**src/rtl/safe_mult_pipe.sv**
```systemverilog
// Saturating signed fixed-point multiplier, Q(A)*Q(B)->Q(Q); optional overflow counter via SAFE_MULT_OVF_CNT_EN.
// Latency PIPE_STAGES cycles (1..4): product in stage 1, align/round/saturate in the last stage.
// Global stall: every stage holds while out_valid && !out_ready; in_ready mirrors that.
module safe_mult_pipe #(
    parameter int A_WIDTH     = 16,
    parameter int A_FRAC      = 8,
    parameter int B_WIDTH     = 16,
    parameter int B_FRAC      = 8,
    parameter int Q_WIDTH     = 16,
    parameter int Q_FRAC      = 8,
    parameter int PIPE_STAGES = 2,
    parameter int ROUND_MODE  = 0
) (
    input  logic               clk,
    input  logic               rst,
    input  logic               in_valid,
    output logic               in_ready,
    input  logic [A_WIDTH-1:0] A,
    input  logic [B_WIDTH-1:0] B,
    output logic               out_valid,
    input  logic               out_ready,
    output logic [Q_WIDTH-1:0] Q,
    output logic               overflow
`ifdef SAFE_MULT_OVF_CNT_EN
    ,
    output logic [15:0]        ovf_cnt,
    input  logic               cnt_clr
`endif
);

    localparam int PW  = A_WIDTH + B_WIDTH;
    localparam int S   = A_FRAC + B_FRAC - Q_FRAC;
    localparam int LSH = (S < 0) ? -S : 0;
    localparam int AW0 = PW + 1 + LSH;
    localparam int AW  = (AW0 > Q_WIDTH + 1) ? AW0 : Q_WIDTH + 1;
    localparam int D   = PIPE_STAGES - 1;

    localparam logic signed [AW-1:0] Q_MAX = {{(AW-Q_WIDTH+1){1'b0}}, {(Q_WIDTH-1){1'b1}}};
    localparam logic signed [AW-1:0] Q_MIN = {{(AW-Q_WIDTH+1){1'b1}}, {(Q_WIDTH-1){1'b0}}};

    typedef struct packed {
        logic                 vld;
        logic signed [PW-1:0] prod;
    } prod_stage_t;

    logic                 advance;
    logic signed [PW-1:0] a_ext;
    logic signed [PW-1:0] b_ext;
    logic signed [PW-1:0] prod_c;
    logic signed [PW-1:0] sat_in;
    logic                 sat_in_vld;
    logic signed [AW-1:0] ext;
    logic signed [AW-1:0] aligned;
    logic [Q_WIDTH-1:0]   q_nxt;
    logic                 ovf_nxt;

    assign advance  = !out_valid || out_ready;
    assign in_ready = advance;

    // Operands widened to the full product width so the multiply is exact.
    assign a_ext  = PW'($signed(A));
    assign b_ext  = PW'($signed(B));
    assign prod_c = a_ext * b_ext;

    generate
        if (D == 0) begin : g_no_dly
            assign sat_in     = prod_c;
            assign sat_in_vld = in_valid;
        end else begin : g_dly
            prod_stage_t p_stg [D];

            always_ff @(posedge clk or posedge rst) begin
                if (rst) begin
                    for (int i = 0; i < D; i++) begin
                        p_stg[i] <= '0;
                    end
                end else if (advance) begin
                    p_stg[0].vld <= in_valid;
                    if (in_valid) begin
                        p_stg[0].prod <= prod_c;
                    end
                    for (int i = 1; i < D; i++) begin
                        p_stg[i].vld <= p_stg[i-1].vld;
                        if (p_stg[i-1].vld) begin
                            p_stg[i].prod <= p_stg[i-1].prod;
                        end
                    end
                end
            end

            assign sat_in     = p_stg[D-1].prod;
            assign sat_in_vld = p_stg[D-1].vld;
        end
    endgenerate

    // One guard bit above the product absorbs a rounding carry before the range check.
    assign ext = AW'(sat_in);

    generate
        if (S > 0) begin : g_rshift
            localparam logic signed [AW-1:0] RND_ADD =
                (ROUND_MODE == 1) ? (AW'(1) << (S - 1)) : '0;
            logic signed [AW-1:0] rnd;
            assign rnd     = ext + RND_ADD;
            assign aligned = rnd >>> S;
        end else begin : g_lshift
            assign aligned = ext <<< LSH;
        end
    endgenerate

    always_comb begin
        q_nxt   = aligned[Q_WIDTH-1:0];
        ovf_nxt = 1'b0;
        if (aligned > Q_MAX) begin
            q_nxt   = Q_MAX[Q_WIDTH-1:0];
            ovf_nxt = 1'b1;
        end else if (aligned < Q_MIN) begin
            q_nxt   = Q_MIN[Q_WIDTH-1:0];
            ovf_nxt = 1'b1;
        end
    end

    always_ff @(posedge clk or posedge rst) begin
        if (rst) begin
            out_valid <= 1'b0;
            Q         <= '0;
            overflow  <= 1'b0;
        end else if (advance) begin
            out_valid <= sat_in_vld;
            if (sat_in_vld) begin
                Q        <= q_nxt;
                overflow <= ovf_nxt;
            end
        end
    end

`ifdef SAFE_MULT_OVF_CNT_EN
    // Clear wins over a same-cycle increment; the count sticks at all-ones.
    always_ff @(posedge clk or posedge rst) begin
        if (rst) begin
            ovf_cnt <= '0;
        end else if (cnt_clr) begin
            ovf_cnt <= '0;
        end else if (out_valid && out_ready && overflow && (ovf_cnt != 16'hFFFF)) begin
            ovf_cnt <= ovf_cnt + 16'd1;
        end
    end
`else
    // Without the counter the datapath above is the whole block.
`endif

endmodule
```
**config.mk**
```make
export PLATFORM = sky130hd
export DESIGN_NAME = safe_mult_pipe
export DESIGN_NICKNAME = d
export VERILOG_FILES = /design/src/rtl/safe_mult_pipe.sv
export SDC_FILE = /design/constraint.sdc
export NUM_CORES = 1
export LEC_CHECK = 0
export ABC_AREA = 0
export CELL_PAD_IN_SITES_DETAIL_PLACEMENT = 2
export CELL_PAD_IN_SITES_GLOBAL_PLACEMENT = 2
export CORE_AREA = 2 2 161 163
export DETAILED_ROUTE_END_ITERATION = 10
export DIE_AREA = 0 0 163 165
export DONT_BUFFER_PORTS = 1
export PLACE_DENSITY = 0.9
export SLEW_MARGIN = 20
export SYNTH_ARGS = -nofsm -noshare
export SYNTH_HDL_FRONTEND = slang
export SYNTH_SLANG_ARGS = --single-unit
export TNS_END_PERCENT = 1
```
**constraint.sdc**
```tcl
create_clock -name clk -period 3.2 [get_ports clk]
set_input_delay 0.64 -clock clk [delete_from_list [all_inputs] [get_ports clk]]
set_output_delay 0.64 -clock clk [all_outputs]
set_load 0.03 [all_outputs]
```
# After elaboration in Yosys (flattened, before gate mapping)
# Index checks and enable logic that the tools add are counted.
classes:
  add_sub_neg: 0
  n_mul: 1
  n_div: 0
  magnitude_cmp: 2
  eq_ne: 0
  shift: 0
  muxes: 4
  bitwise_logic: 0
  n_reduce_logical: 4
op_table:
  columns: ["op", "n"]
  rows:
  - ["$mul 16x16->32", 1]
  - ["$mux 16", 2]
  - ["$gt 24x16->1 const B", 1]
  - ["$lt 24x16->1 const B", 1]
  - ["$reduce_and 2->1", 2]
  - ["$mux 1", 2]
  - ["$logic_not 1->1", 1]
  - ["$logic_or 1x1->1", 1]
totals:
  reg_bits: 51
  latchBits: 0
  ram_bits: 0
  mem_bits_ro: 0
  inputBits: 36
  output_inout_bits: 19
  word_cells: 16
  memories: 0

# Logic depth before layout (Yosys ltp)
# Gate-level depths: netlist (run 1).
depth:
  depth_word: 3
  mapped_depth: 24
  mapped_depth_nobuf: 23

# Worst setup path before layout (run 1)
# Ideal clock, no wire load.
synth_path:
  path_kind: "input -> register"
  from: "input port A[15]"
  to: "register g_dly.p_stg (netlist bit sat_in[30])"
  setup_time_ns: 0.069
  arrival_ns: 6.150
  required_time_ns: 3.131
  setup_slack_ns: -3.019
  path_stages: 20
  path_buffers: 1
  path_cell_list: "clkbuf_1 nand2_1 fa_1 inv_1 fa_1 inv_1 fa_1 fa_1 fa_1 fa_1 inv_1 ha_1 nand4_1 inv_1 a21oi_1 and2_1 o21ai_2 a211oi_2 or4b_1 nand3_1"
synth_via:
  elab_chain_cells: 1
synth_lines:
  columns: ["element", "line", "rtl"]
  rows:
  - ["from (decl)", "18", "input logic [A_WIDTH-1:0] A,"]
  - ["$mul 16x16->32", "63", "assign prod_c = a_ext * b_ext;"]
  - ["to (decl)", "70", "prod_stage_t p_stg [D];"]
# No other way between the ends.
# A chain may end at the register's enable or synchronous reset.

# Worst setup path in the final report (run 1)
layout_path:
  from: "input port A[13]"
  to: "register g_dly.p_stg (netlist bit sat_in[28])"
# Same word-level chain as after synthesis.

==> run summary, run 1 <==
The flow ran to the end, but the final reports show violations. The checks that failed: setup timing. The multi-input gate area in the final layout was 9234 µm².

Prior to clock tree synthesis, the placed netlist has a worst setup slack of -3.391 ns. On the critical path, the stage with the largest delay is an instance of sky130_fd_sc_hd__fa_1. The startpoint identified for the worst register-to-register timing path is out_valid.

The clock arrives with 0.01629 ns of skew. The tools report the nature of the critical path endpoint as a flip-flop. For the global routing usage on met2, the log shows 0.7225. Most heavily used metal layer in global routing: met2.

The worst register-to-register path ends at sat_in[17]. The maximum fanout encountered on the critical timing path is 16, and the arrival time at the worst endpoint is 6.67 ns. Entering global routing, the biggest net connects 48 pins. The synthesized-area fraction occupied by xor and xnor cells works out to 0.02389. The port buffer count is 0.

The met3 usage in global routing came out at 0.06504. The initial antenna violation count is 1, and the overall routed net length is 54.69 mm. The antenna diode instance count was 0. The worst register-to-register path has a depth of 5.

For the count of antenna-violating nets left after detailed routing, the log shows 0. In the synthesized netlist, the number of instances is 1249. Traced cell by cell, the critical path runs through and2_1 -> fa_1 -> inv_1 -> fa_1 -> fa_1 -> inv_1 -> fa_1 -> fa_1 -> inv_1 -> fa_1 -> inv_1 -> ha_1 -> a21oi_1 -> o21ai_2 -> nor2_4 -> o2111ai_4 -> buf_4 -> and3_4 -> a21boi_2 -> o21ai_2 -> xnor2_1 -> o21ai_1. Counting the fill cells in the layout gives 2633. The global-route usage over all layers was 0.3733. For the netlist area before placement, the log shows 11360 µm². The final cycle utilization of the critical path works out to 2.045. The number of different library cells in the post-synthesis netlist is 47. The first-pass GRT wire length is 71.82 mm, and the die outline width is 163 µm. The delay contributed by the slowest stage of the critical path was 0.58 ns.

Setup repair after global routing could not meet its margin everywhere. CTS placed an instance of sky130_fd_sc_hd__clkbuf_16 at the clock tree root. Compared with the post-synthesis result, the final layout area differs by 13.65%. For this block, the via count after detailed routing is 9714. The H-tree depth came out at 2.

TritonCTS built the clock tree. In the final routed layout, each cell accounts on average for 33.29 µm. Counting both buffers and inverters, the worst setup path holds a total of 5. The cell area after layout came out at 12920 µm². The run gives 0.8287 as the final estimated routing congestion in global placement. The logs give 0.5134 for the remaining max-slew budget at the tightest pin and 1625 for the synthesized net count. The class of the tightest hold or removal check was primary input to asynchronous set/reset pin. 55 I/O pins were placed.

The floorplan has 58 rows. The overall die area is 26900 µm², and the utilization of the core after routing is 0.5159. Clock latency on the worst-skew pair, taken at its later pin, is 0.30 ns. The multiplexer share of the synthesized area came out at 0.0009909.

The run gives -3.343 ns as the minimum setup slack in the final design. The number of global-route vias before repair is 11870, and the register bit total from synthesis is 43. Required time of the worst setup path: 3.33 ns.

The final cell count without fillers was 1643; the worst-case register-to-register setup slack was 0.67 ns. The tools report the placement-stage cell area as 12410 µm². The share of the synthesized area in compound gates (AO/OA/AOI/OAI) was 0.05824.

The tools report the initial standard-cell utilization of the core as 0.4539. The logs give 5 for the number of buffers inserted during clock tree synthesis and 0 for the total DRC errors in the routed layout. The number of synthesized flops with an enable pin was 0; the via density per instance was 5.912. After synthesis, the largest family of logic cells by area is adder cells. At the end of the flow, the number of nets in the layout was 1688. The path type of the worst setup path is primary input to flip-flop. The share of synthesized cell area in full adder, half adder and majority cells was 0.5467; the clock edge transition at the registers on the reported setup and hold paths was 0.08 ns.

The run gives 0 as the number of violations of the max-capacitance limit. The met1 track demand over resource in global routing is 0.3247. Summed over all nets, the half-perimeter wirelength after detailed placement is 38.84 mm. The kind of cell adding the most delay to the critical path was adder cells. After detailed placement, the design holds a cell count of 1631.

Across the whole layout, storage elements account for 1076 µm². For the total count of max-transition violations in the final report, the log shows 0. The die span in y is 165 µm. The first-iteration detailed-routing DRC count came out at 750. The tree built by TritonCTS fans out to 43 sinks.

The first TritonRoute pass finished after 5 iterations. The share of flip-flops with an asynchronous set or reset was 1.000. For the pin with the worst max-slew slack, the measured transition is 0.7299 ns. The element type at the critical path start was a primary input. Setup violations remaining at the end of the flow were counted as 24.

The overflow left after global routing is 0. The total count of hold-check failures in the final report is 0. The longest clock path from root to sink contains 2 buffers. The synthesized-area fraction occupied by and/or/nand/nor cells is 0.1503. The layout cell share with drive strength beyond 1 works out to 0.1386. The flip-flop cell with the highest count after synthesis was sky130_fd_sc_hd__dfrtp_1. The yosys synthesis warning count was 0; the clock period minus worst slack was 6.543 ns. The average size of a mapped cell was 9.099 µm².

The most numerous cell on the critical path was sky130_fd_sc_hd__fa_1. The run gives 0.09468 as the sequential area share after synthesis. The tools report the highest attainable clock frequency as 0.1528 GHz. In this run the standard cell core region covers 25040 µm².
[flip-flops by register name, summed over array words and instances, names as in the netlist]
signal / flops
Q: 16
out_valid: 1
overflow: 1
sat_in: 24
sat_in_vld: 1
[how the worst max path moves through the flow]
stage | endpoint | cells after the start | startpoint | slack, ns
finish | sat_in[28] | 22 | A[13] | -3.34
global route | sat_in[28] | 22 | A[13] | -3.42
CTS | sat_in[30] | 21 | B[4] | -2.99
detailed placement | sat_in[31] | 22 | B[4] | -3.39
global placement | sat_in[30] | 21 | B[4] | -2.86
floorplan | sat_in[30] | 22 | B[4] | -2.78
[worst reg2reg max path, cell delays in order, from the launching register on]
cell                       delay [ns]
sky130_fd_sc_hd__dfrtp_1         0.59
sky130_fd_sc_hd__nand2b_1        0.43
sky130_fd_sc_hd__nand2_1         0.37
sky130_fd_sc_hd__buf_4           0.51
sky130_fd_sc_hd__nand2_1         0.15
sky130_fd_sc_hd__o21ai_1         0.33
[cells by family after synthesis]
logic type / count (synthesis)
buffers and inverters: 379
AND/OR/NAND/NOR: 344
adder cells (fa/ha/maj): 340
AO/OA/AOI/OAI: 111
flip-flops: 43
XOR/XNOR: 31
multiplexers: 1
[metrics by stage]
step	TNS (ns)	hold WS, ns
6_report	-65.23	0.1350
5_1_grt	-67.18	0.1427
4_1_cts	-59.81	0.1450
3_5_place_dp	-68.98	0.4660
3_3_place_gp	-58.50	0.4549
2_1_floorplan	-54.59	0.4365
[cell usage in the layout, fill, tap and decap left out, drive strengths merged, types with 3 or more instances in the layout]
master and n:
a21oi 21, ha 79, o21bai 3, nor2 16, a21o 4, nand2b 8, o21ai 65, fa 261
a211oi 3, xnor2 20, nand4 4, xor2 11, and2 120, and3 4, o31ai 4, nand2 171
buf 98, inv 336, nor2b 3, nor3 3, clkbuf 6, dfrtp 43, nand3 5
[repair_timing]
| action | in CTS | in global routing |
|---|---|---|
| resized for setup | 42 | 24 |
| setup endpoints to repair | 24 | 24 |
| hold buffers | 0 | 0 |
| buffers inserted | 3 | 1 |
| gates cloned | 0 | 0 |
| pin swaps | 22 | 17 |
[Yosys cell counts, types with 2 or more instances]
library cell	n	share of area
sky130_fd_sc_hd__nor4_1	2	0.0011
sky130_fd_sc_hd__nand3_1	4	0.0018
sky130_fd_sc_hd__nand4_1	3	0.0017
sky130_fd_sc_hd__xnor2_1	20	0.015
sky130_fd_sc_hd__nand2b_1	8	0.0044
sky130_fd_sc_hd__dfrtp_1	43	0.095
sky130_fd_sc_hd__fa_1	261	0.46
sky130_fd_sc_hd__a221oi_1	2	0.0015
sky130_fd_sc_hd__ha_1	79	0.087
sky130_fd_sc_hd__and4_1	2	0.0015
sky130_fd_sc_hd__o21ai_1	12	0.0053
sky130_fd_sc_hd__o31ai_1	4	0.0026
sky130_fd_sc_hd__clkbuf_1	42	0.014
sky130_fd_sc_hd__nor3b_1	2	0.0013
sky130_fd_sc_hd__nand2_1	170	0.056
sky130_fd_sc_hd__o21bai_1	3	0.0020
sky130_fd_sc_hd__and3_1	4	0.0022
sky130_fd_sc_hd__nor3_1	3	0.0013
sky130_fd_sc_hd__nor2b_1	3	0.0017
sky130_fd_sc_hd__o21ai_0	52	0.023
sky130_fd_sc_hd__a21oi_1	19	0.0084
sky130_fd_sc_hd__a31oi_1	2	0.0011
sky130_fd_sc_hd__and2_1	120	0.066
sky130_fd_sc_hd__inv_1	337	0.11
sky130_fd_sc_hd__nor2_1	16	0.0053
sky130_fd_sc_hd__a211oi_1	2	0.0013
sky130_fd_sc_hd__xor2_1	11	0.0085
sky130_fd_sc_hd__o211ai_1	2	0.0013
sky130_fd_sc_hd__a21o_1	3	0.0020
[routing by layer]
layer  vias up  share of wire  wire length, µm
met4         2           0.13             7011
met1      4996           0.30            16520
li1       3751              -                -
met3       367          0.051             2776
met2       598           0.52            28370
met5         -        0.00018               10
[cell type report]
type,instances,share of cell area
repair buffers,98,0.05725
well taps,330,0.03197
clock buffers,6,0.009978
multi-input cells,827,0.7149
flip-flops and latches,43,0.08331
clock inverters,2,0.004650
inverters,337,0.09794
Power of run 1 is not shown: default switching activity piles up to over one toggle a cycle in this logic, so the estimate is an artifact.
==> inputs of run 2 (changes only) <==
--- a/config.mk
+++ b/config.mk
@@ -6,13 +6,11 @@
 export NUM_CORES = 1
 export LEC_CHECK = 0
 export ABC_AREA = 0
-export CELL_PAD_IN_SITES_DETAIL_PLACEMENT = 2
-export CELL_PAD_IN_SITES_GLOBAL_PLACEMENT = 2
-export CORE_AREA = 2 2 161 163
+export CORE_AREA = 2 2 141 143
 export DETAILED_ROUTE_END_ITERATION = 10
-export DIE_AREA = 0 0 163 165
+export DIE_AREA = 0 0 143 145
 export DONT_BUFFER_PORTS = 1
-export PLACE_DENSITY = 0.9
+export PLACE_DENSITY = 0.77
 export SLEW_MARGIN = 20
 export SYNTH_ARGS = -nofsm -noshare
 export SYNTH_HDL_FRONTEND = slang
==> run summary, run 2 (same netlist as run 1, synthesis figures left out) <==
Number of setup violations in the final report: 24 (unchanged). The port buffer count works out to 0 (unchanged). The highest attainable clock frequency came out at 0.1742 GHz (was 0.1528 GHz). The post-route worst hold slack is 0.3228 ns (was 0.1350 ns). The transition at the pin with the smallest max-transition slack is 0.9720 ns (was 0.7299 ns), and the number of core rows is 51 (was 58). The total count of hold-check failures in the final report is 0 (unchanged), and the CTS sink count is 43 (unchanged).

The layout cell share with drive strength beyond 1 was 0.1276 (was 0.1386); the pre-CTS setup slack was -2.915 ns (was -3.391 ns). Die outline width: 143 µm (was 163 µm). The combined buffer and inverter count along the critical path was 3 (was 5). Nature of the critical path endpoint: a flip-flop (unchanged).

The routed wire length per instance was 16.29 µm (was 33.29 µm); the die span in y was 145 µm (was 165 µm). The arrival time at the worst endpoint was 5.96 ns (was 6.67 ns); the required time of the worst setup path was 3.42 ns (was 3.33 ns). The clock period minus worst slack is 5.741 ns (was 6.543 ns). Cell at the root of the clock tree: sky130_fd_sc_hd__clkbuf_16 (unchanged).

The most common library cell in the layout ignoring fill and taps was sky130_fd_sc_hd__inv_1 (unchanged). The delay contributed by the slowest stage of the critical path was 0.54 ns (was 0.58 ns); the final worst clock skew was 0.005160 ns (was 0.01629 ns). The filler cell count was 1509 (was 2633); the via density per instance was 5.299 (was 5.912).

The initial antenna violation count came out at 0 (was 1). Class of the tightest hold or removal check: primary input to asynchronous set/reset pin (unchanged). Deepest clock path buffer count: 2 (unchanged).

TritonCTS built the clock tree. The clock edge transition at the registers on the reported setup and hold paths is 0.06 ns (was 0.08 ns), and the initial standard-cell utilization of the core is 0.5917 (was 0.4539). The maximum fanout encountered on the critical timing path is 9 (was 16), and the net count of the finished layout is 1693 (was 1688). The number of violations of the max-capacitance limit is 0 (unchanged), and the number of global-route vias before repair is 9659 (was 11870). The tools report the number of iterations in the first detailed-routing pass as 5 (unchanged). Utilization of the core after routing: 0.6626 (was 0.5159). The antenna diode instance count was 0 (unchanged). The multi-input gate area in the final layout was 9112 µm² (was 9234 µm²). The path type of the worst setup path is primary input to flip-flop (unchanged). The first-iteration detailed-routing DRC count is 483 (was 750). The tools report the H-tree depth as 2 (unchanged).

The tools report the final estimated routing congestion in global placement as 0.9094 (was 0.8287). The tools report the via count of the routed design as 8383 (was 9714). Final cell count without fillers: 1582 (was 1643). The first-pass GRT wire length is 44.17 mm (was 71.82 mm). For the insertion delay of the later-clocked pin in the worst-skew pair, the log shows 0.28 ns (was 0.30 ns).

The element type at the critical path start was a primary input (unchanged). The remaining max-slew budget at the tightest pin is 0.3520 (was 0.5134). The logs give 5 (unchanged) for the number of buffers inserted during clock tree synthesis and 55 (unchanged) for the top-level I/O count. Violated checks: setup timing (unchanged). The overall die area is 20740 µm² (was 26900 µm²), and the total placed cells including tap cells is 1568 (was 1631).

The total count of max-transition violations in the final report is 0 (unchanged), and the overall routed net length is 25.77 mm (was 54.69 mm). Register area: 1076 µm² (unchanged). For the detailed placer's ending HPWL, the log shows 20.87 mm (was 38.84 mm). The core area is 19210 µm² (was 25040 µm²).

The critical-path cell with the highest stage delay was sky130_fd_sc_hd__fa_1 (unchanged). The overflow left after global routing came out at 0 (unchanged). Critical-path cell list: clkinvlp_4 -> nor2_1 -> fa_1 -> fa_1 -> fa_1 -> fa_1 -> fa_1 -> inv_1 -> fa_1 -> inv_1 -> ha_4 -> nand2_1 -> or3b_4 -> a21oi_4 -> nand3_2 -> o21ai_2 -> a211oi_2 -> or4b_1 -> nand3_1 (was and2_1 -> fa_1 -> inv_1 -> fa_1 -> fa_1 -> inv_1 -> fa_1 -> fa_1 -> inv_1 -> fa_1 -> inv_1 -> ha_1 -> a21oi_1 -> o21ai_2 -> nor2_4 -> o2111ai_4 -> buf_4 -> and3_4 -> a21boi_2 -> o21ai_2 -> xnor2_1 -> o21ai_1). The logs give 0 (unchanged) for the count of antenna-violating nets left after detailed routing and 1.35 ns (was 0.67 ns) for the worst-case register-to-register setup slack. The run gives 0.2686 (was 0.3733) as the global-route usage over all layers.

The number of flip-flops under the largest register name works out to 24 (unchanged). Setup repair after global routing could not meet its margin everywhere. The logs give 48 (unchanged) for the maximum number of pins on one net before global-route repair and -2.541 ns (was -3.343 ns) for the minimum setup slack in the final design. Final cycle utilization of the critical path: 1.794 (was 2.045). The post-synthesis to final-layout area growth was 11.98% (was 13.65%). The flow ran to the end, but the final reports show violations.

Kind of cell adding the most delay to the critical path: adder cells (unchanged). Commonest cells after routing, fill and taps aside: sky130_fd_sc_hd__inv_1 (330), sky130_fd_sc_hd__fa_1 (255), sky130_fd_sc_hd__nand2_1 (168), sky130_fd_sc_hd__and2_1 (115), sky130_fd_sc_hd__buf_4 (100) (was sky130_fd_sc_hd__inv_1 (327), sky130_fd_sc_hd__fa_1 (253), sky130_fd_sc_hd__nand2_1 (168), sky130_fd_sc_hd__and2_1 (115), sky130_fd_sc_hd__buf_4 (97)). The most numerous cell on the critical path was sky130_fd_sc_hd__fa_1 (unchanged). The total DRC errors in the routed layout is 0 (unchanged).
-- run 2: changes by cell type in the layout (fill, tap and decap cells not counted), sizes merged --
cell	previous run	this run
buf	98	103
bufinv	2	0
clkinvlp	0	1
-- run 2: area by class of cell --
cell class,instances,share of cell area
clock buffers,6,0.01091
inverters,337,0.09970
well taps,265,0.02605
multi-input cells,827,0.7161
flip-flops and latches,43,0.08455
clock inverters,1,0.0003933
repair buffers,103,0.06233
-- run 2: path summary, 6_finish.rpt --
| path | from | end | cells after the start |
|---|---|---|---|
| max in group asynchronous | rst | out_valid | 2 |
| min in group clk | sat_in_vld | out_valid | 2 |
| worst min register to register | sat_in_vld | out_valid | 2 |
| worst max-delay path | B[15] | sat_in[30] | 19 |
| worst min-delay path | rst | Q[9] | 1 |
| worst max register to register | out_valid | sat_in[14] | 4 |
-- run 2: routing by layer --
| layer | vias to the layer above | part of all wire | global-route usage | routed length, µm |
|---|---|---|---|---|
| met1 | 4259 | 0.36 | 0.3041 | 9174 |
| met4 | 0 | 0.064 | 0.1460 | 1659 |
| met5 | - | 0 | 0 | 0 |
| met3 | 104 | 0.037 | 0.02640 | 960 |
| li1 | 3762 | - | - | - |
| met2 | 258 | 0.54 | 0.4914 | 13970 |
-- run 2: metrics by stage --
step                      instance area (µm²)  setup TNS [ns]
after floorplan                         11490          -54.59
after global placement                  12350          -59.19
after detailed placement                12350          -61.02
after CTS                               12620          -51.72
after global routing                    12730          -56.12
final                                   12730          -51.19
-- run 2: what timing repair did --
action / in CTS / in global routing
setup endpoints to repair: 24 / 24
setup buffers: 4 / 3
hold endpoints to repair: 0 / 0
hold buffers: 0 / 0
pin swaps: 17 / 16
gates resized for setup: 20 / 26
Power of run 2 is left out for the same reason.
